[config.mk]
export PLATFORM = sky130hd
export DESIGN_NAME = parity_frame_gen_flat
export DESIGN_NICKNAME = d
export VERILOG_FILES = /design/src/rtl/parity_frame_gen_if.sv /design/src/rtl/parity_frame_gen.sv /design/src/flat_wrapper.sv
export SDC_FILE = /design/constraint.sdc
export NUM_CORES = 1
export LEC_CHECK = 0
export ABC_AREA = 1
export CAP_MARGIN = 20
export CORE_MARGIN = 5
export CORE_UTILIZATION = 49
export CTS_CLUSTER_SIZE = 25
export DETAILED_ROUTE_END_ITERATION = 12
export GPL_ROUTABILITY_DRIVEN = 0
export PLACE_DENSITY = 0.78
export SYNTH_ARGS = -nofsm -noshare
export SYNTH_HDL_FRONTEND = slang
export SYNTH_SLANG_ARGS = --single-unit
export TNS_END_PERCENT = 10
[constraint.sdc]
create_clock -name clk -period 1.75 [get_ports clk]
set_input_delay 0.35 -clock clk [delete_from_list [all_inputs] [get_ports clk]]
set_output_delay 0.35 -clock clk [all_outputs]
set_load 0.1 [all_outputs]
[src/rtl/parity_frame_gen_if.sv]
// Word-in / symbol-out bundle between an upstream word source, the frame
// generator and the downstream 3-bit parity checker.
interface parity_frame_gen_if #(
    parameter int WORD_W = 8
) ();

    logic [WORD_W-1:0] in_data;
    logic              in_mode;
    logic              in_err;
    logic              in_valid;
    logic              in_ready;

    logic [2:0]        out_data;
    logic              out_mode;
    logic              out_valid;
    logic              out_last;

    // The word source (or a bench) owns the request side and watches the symbols.
    modport master (
        output in_data,
        output in_mode,
        output in_err,
        output in_valid,
        input  in_ready,
        input  out_data,
        input  out_mode,
        input  out_valid,
        input  out_last
    );

    modport slave (
        input  in_data,
        input  in_mode,
        input  in_err,
        input  in_valid,
        output in_ready,
        output out_data,
        output out_mode,
        output out_valid,
        output out_last
    );

endinterface

[src/rtl/parity_frame_gen.sv]
// Slices accepted words into 2-bit chunks (MSB first) and emits one
// {parity, chunk} symbol per clock, with optional parity corruption and idle gaps.
module parity_frame_gen #(
    parameter int WORD_W = 8,
    parameter int GAP    = 0
) (
    input  logic                clk,
    input  logic                rst,
    parity_frame_gen_if.slave   bus,
    output logic [7:0]          word_cnt
);

    localparam int NSYM  = WORD_W / 2;
    localparam int IDX_W = (NSYM > 1) ? $clog2(NSYM) : 1;
    localparam logic [IDX_W-1:0] LAST_IDX = IDX_W'(NSYM - 1);
    localparam logic [3:0]       GAP_LOAD = 4'(GAP);

    generate
        if ((WORD_W % 2) != 0 || WORD_W < 2) begin : gBadWidth
            $error("parity_frame_gen: WORD_W must be even and >= 2");
        end
        if (GAP < 0 || GAP > 15) begin : gBadGap
            $error("parity_frame_gen: GAP must be within 0..15");
        end
    endgenerate

    typedef enum logic [1:0] {
        ST_IDLE,
        ST_SEND,
        ST_GAP
    } state_e;

    state_e            state_q,    state_d;
    logic [IDX_W-1:0]  symIdx_q,   symIdx_d;
    logic [3:0]        gapCnt_q,   gapCnt_d;
    logic [WORD_W-1:0] word_q,     word_d;
    logic              mode_q,     mode_d;
    logic              err_q,      err_d;
    logic [2:0]        outData_q,  outData_d;
    logic              outMode_q,  outMode_d;
    logic              outValid_q, outValid_d;
    logic              outLast_q,  outLast_d;
    logic [7:0]        wordCnt_q,  wordCnt_d;

    logic              inReady;
    logic              accept;
    logic [IDX_W-1:0]  nextIdx;

    // Symbol k is the k-th 2-bit chunk from the top; the err flag only ever hits symbol 0.
    function automatic logic [2:0] makeSym(
        input logic [WORD_W-1:0] word,
        input logic [IDX_W-1:0]  k,
        input logic              mode,
        input logic              err
    );
        logic [WORD_W-1:0] shifted;
        logic [1:0]        chunk;
        logic              par;
        shifted = word << {k, 1'b0};
        chunk   = shifted[WORD_W-1 -: 2];
        par     = (^chunk) ^ mode ^ (err && (k == '0));
        return {par, chunk};
    endfunction

    // Ready is purely a function of state, so it reads 1 in IDLE even while held in reset.
    assign inReady = (state_q == ST_IDLE) ||
                     ((GAP == 0) && (state_q == ST_SEND) && (symIdx_q == LAST_IDX));
    assign accept  = bus.in_valid && inReady;
    assign nextIdx = symIdx_q + 1'b1;

    always_comb begin
        state_d    = state_q;
        symIdx_d   = symIdx_q;
        gapCnt_d   = gapCnt_q;
        word_d     = word_q;
        mode_d     = mode_q;
        err_d      = err_q;
        outData_d  = outData_q;
        outMode_d  = outMode_q;
        outValid_d = outValid_q;
        outLast_d  = outLast_q;
        wordCnt_d  = wordCnt_q;

        case (state_q)
            ST_IDLE: begin
                outValid_d = 1'b0;
                outLast_d  = 1'b0;
            end
            ST_SEND: begin
                if (symIdx_q == LAST_IDX) begin
                    wordCnt_d  = wordCnt_q + 8'd1;
                    symIdx_d   = '0;
                    outValid_d = 1'b0;
                    outLast_d  = 1'b0;
                    if (GAP > 0) begin
                        state_d  = ST_GAP;
                        gapCnt_d = GAP_LOAD;
                    end else begin
                        state_d  = ST_IDLE;
                    end
                end else begin
                    symIdx_d  = nextIdx;
                    outData_d = makeSym(word_q, nextIdx, mode_q, err_q);
                    outLast_d = (nextIdx == LAST_IDX);
                end
            end
            ST_GAP: begin
                gapCnt_d = gapCnt_q - 4'd1;
                if (gapCnt_q == 4'd1) begin
                    state_d = ST_IDLE;
                end
            end
            default: begin
                state_d = ST_IDLE;
            end
        endcase

        // A new word overrides the idle/end-of-word decision, which gives back-to-back framing.
        if (accept) begin
            state_d    = ST_SEND;
            symIdx_d   = '0;
            word_d     = bus.in_data;
            mode_d     = bus.in_mode;
            err_d      = bus.in_err;
            outData_d  = makeSym(bus.in_data, '0, bus.in_mode, bus.in_err);
            outMode_d  = bus.in_mode;
            outValid_d = 1'b1;
            outLast_d  = (LAST_IDX == '0);
        end
    end

    always_ff @(posedge clk or negedge rst) begin
        if (!rst) begin
            state_q    <= ST_IDLE;
            symIdx_q   <= '0;
            gapCnt_q   <= '0;
            word_q     <= '0;
            mode_q     <= 1'b0;
            err_q      <= 1'b0;
            outData_q  <= '0;
            outMode_q  <= 1'b0;
            outValid_q <= 1'b0;
            outLast_q  <= 1'b0;
            wordCnt_q  <= '0;
        end else begin
            state_q    <= state_d;
            symIdx_q   <= symIdx_d;
            gapCnt_q   <= gapCnt_d;
            word_q     <= word_d;
            mode_q     <= mode_d;
            err_q      <= err_d;
            outData_q  <= outData_d;
            outMode_q  <= outMode_d;
            outValid_q <= outValid_d;
            outLast_q  <= outLast_d;
            wordCnt_q  <= wordCnt_d;
        end
    end

    assign bus.in_ready  = inReady;
    assign bus.out_data  = outData_q;
    assign bus.out_mode  = outMode_q;
    assign bus.out_valid = outValid_q;
    assign bus.out_last  = outLast_q;
    assign word_cnt      = wordCnt_q;

endmodule

[src/flat_wrapper.sv]
// flat-port wrapper written by rule: the top's interface ports become plain ports
module parity_frame_gen_flat 
#(
    parameter int WORD_W = 8,
    parameter int GAP    = 0
)
  (clk, rst, word_cnt, bus_in_data, bus_in_mode, bus_in_err, bus_in_valid, bus_in_ready, bus_out_data, bus_out_mode, bus_out_valid, bus_out_last);
  parity_frame_gen_if #(.WORD_W(WORD_W)) bus_i ();
  input  logic clk;
  input  logic rst;
  output logic [7:0] word_cnt;
  input wire logic [$bits(bus_i.in_data)-1:0] bus_in_data;
  input wire logic [$bits(bus_i.in_mode)-1:0] bus_in_mode;
  input wire logic [$bits(bus_i.in_err)-1:0] bus_in_err;
  input wire logic [$bits(bus_i.in_valid)-1:0] bus_in_valid;
  output wire logic [$bits(bus_i.in_ready)-1:0] bus_in_ready;
  output wire logic [$bits(bus_i.out_data)-1:0] bus_out_data;
  output wire logic [$bits(bus_i.out_mode)-1:0] bus_out_mode;
  output wire logic [$bits(bus_i.out_valid)-1:0] bus_out_valid;
  output wire logic [$bits(bus_i.out_last)-1:0] bus_out_last;
  assign bus_i.in_data = bus_in_data;
  assign bus_i.in_mode = bus_in_mode;
  assign bus_i.in_err = bus_in_err;
  assign bus_i.in_valid = bus_in_valid;
  assign bus_in_ready = bus_i.in_ready;
  assign bus_out_data = bus_i.out_data;
  assign bus_out_mode = bus_i.out_mode;
  assign bus_out_valid = bus_i.out_valid;
  assign bus_out_last = bus_i.out_last;
  parity_frame_gen #(.WORD_W(WORD_W), .GAP(GAP)) u_core (.clk(clk), .rst(rst), .bus(bus_i), .word_cnt(word_cnt));
endmodule
==> results.cfg <==
[drt]
via_per_inst = 5.178
drt-met1-wl_um = 1082
remaining_drc_errors = 0
wl_met2_um = 1455
dr.pass1.iters = 4
dr_wl_met3_um = 180
first_iter_violations = 21
route.vias.total = 1108
postRouteWirelength_um = 2755
post_drt_wl_per_cell_um = 12.87
routed.top_layer = met4
ant_nets = 0

[worst_setup_path]
max_stage_delay_ps = 440
startpoint = u_core.symIdx_q[0]
slowest_stage = dfrtp_2
cp_data_required_time_ps = 1400
cp-end-kind = output pin
cp.arrival_ps = 1320
timing.rr.start = u_core.symIdx_q[0]
cp-start-kind = register
critPathKind = reg -> out
crit_fanout = 4
cp_cell_sequence = ha_2 > nor2_4 > inv_2 > buf_12

[grt]
grt_pass1_vias = 1125
antenna_found_initial = 0
grt.overflow.total = 0
grt_usage = 0.1664
grt_pass1_wl_um = 4588
grt_max_degree = 27

[clock_network]
h-tree-depth = 1
clk_pin_slew_worst_paths_ps = 140
clkSinkCount = 26
hold_buffers = 0
cts_buffer_depth = 2
cts_tree = built
root_buffer = clkbuf_4
cts_made_buffers = 3
clkLatencyLatePin_ps = 320

[timing]
slew_headroom = 0.7710
final.min_clock_period_ps = 1665
period_share = 0.9516
fin_tns_setup_ps = 0
fin_ws_ps = 84.73
rsz0062_at_grt = false
timing.fmax_mhz = 600.5
worstMarginPinSlew_ps = 343.1
hold_viol = 0
setup_viol = 0
maxSlewViolCount = 0
finClkSkew_ps = 1.216

[placement]
dp_hpwl_um = 2087
place_ws_ps = 26.83
io_buffers = 27

[floorplanning]
boundaryPins = 28
start_util = 0.5111
core-area_um2 = 2477
die_w_um = 60.84
die-area_um2 = 3701
num_rows = 18
die_y_um = 60.84

[finish]
multi_input_area_um2 = 565.5
regArea_um2 = 655.6
drive_above_1_share = 0.2391
final_common_cell = nand2_1
diodes = 0
nFillCells = 179
area_growth_pct = 45.85
layout_common_cells = nand2_1 (62), dfrtp_1 (22), buf_12 (15), inv_1 (13), clkdlybuf4s50_1 (12)
final_nets = 202

[yosys]
synth_top_area_cell = dfrtp_1
ys_ff_latch = 26
synth_top_area_share = 0.5138
synthTopCellsByArea = dfrtp_1 (51%), nand2_1 (18%), inv_1 (4.4%)
syn_area_um2 = 1266
syn-num-nets = 165
synthCells = 148
ys_warn_count = 0
syn_area_per_cell_um2 = 8.556
synth_cell_type_count = 22
ys_seq_area_frac = 0.5138

[worst_hold_path]
worst_hold_path_type = in -> async

[outcome]
run_status = complete, no violations

[flow_run]
cap_violations = 0
## critical path, delay by kind of cell, from the launching register on
kind          cells  cell delay, ps
buf+inv           2             240
simple gates      1             100
flops             1             440
fa+ha+maj         1             210
## sequential cells by signal, summed over array words and instances, names as in the netlist
signal and count:
u_core.word_cnt 8, u_core.state_q 1, u_core.err_q 1, u_core.bus.out_data 3
u_core.word_q 8, u_core.symIdx_q 2, u_core.bus.out_valid 1, u_core.mode_q 1
u_core.bus.out_last 1
## path summary, 6_finish.rpt
check                                         end  slack [ps]  depth (start not counted)
hold reg to reg                  u_core.word_q[2]         500                          2
setup reg to reg           u_core.bus.out_data[2]         100                         13
max in group asynchronous      u_core.symIdx_q[0]        1110                          2
min in group clk                 u_core.word_q[2]         500                          2
setup / recovery                     bus_in_ready          80                          4
hold / removal                 u_core.word_cnt[2]         380                          2
## layout make-up
class	count	share of cell area
multi-input combinational	104	0.3062
timing repair buffer	34	0.2561
clock inverter	1	0.01626
clock buffer	3	0.01220
inverter	16	0.03388
sequential	26	0.3550
tap	30	0.02033
## per-stage QoR
step           cell area [µm²]  utilization  std cells  hold WS, ps
4_1_cts                   1829       0.7384        214        379.4
2_1_floorplan             1270            -        148        54.41
5_1_grt                   1847       0.7455        214        402.1
3_5_place_dp              1745       0.7045        207        463.5
3_3_place_gp              1745       0.7045        207        465.7
6_report                  1847       0.7455        214        378.1
## cells by family (layout without fill, tap and decap cells)
group / count (synthesis) / after routing / share of synthesized area
buf+inv: 18 / 54 / 0.05730
simple gates: 86 / 86 / 0.3014
compound gates: 5 / 5 / 0.02568
fa+ha+maj: 4 / 4 / 0.03953
flops: 26 / 26 / 0.5138
xor+xnor: 9 / 9 / 0.06225
## cells in the mapped netlist (all sizes together)
| cell | instances |
|---|---|
| dfrtp | 26 |
| nand4 | 1 |
| nor3 | 2 |
| nand3 | 10 |
| nor2 | 6 |
| inv | 16 |
| ha | 4 |
| xor2 | 5 |
| nand2b | 2 |
| o21ai | 2 |
| o31ai | 1 |
| xnor2 | 4 |
| o211ai | 2 |
| buf | 2 |
| nand2 | 65 |
## per-layer routing
metal / vias to the layer above / global-route usage
li1: 531 / -
met1: 531 / 0.1685
met2: 41 / 0.3359
met3: 5 / 0.02766
met4: 0 / 0.05573
met5: - / 0
## timing repair
action / CTS / global route
hold endpoints to repair: 0 / 0
buffers inserted: 3 / 0
setup endpoints to repair: 2 / 2
pin swaps: 1 / 0
gates resized for setup: 4 / 4
Power is left out: the tool's default activity adds up to more than one toggle a clock period on the data nets, which glitch-free logic cannot reach.
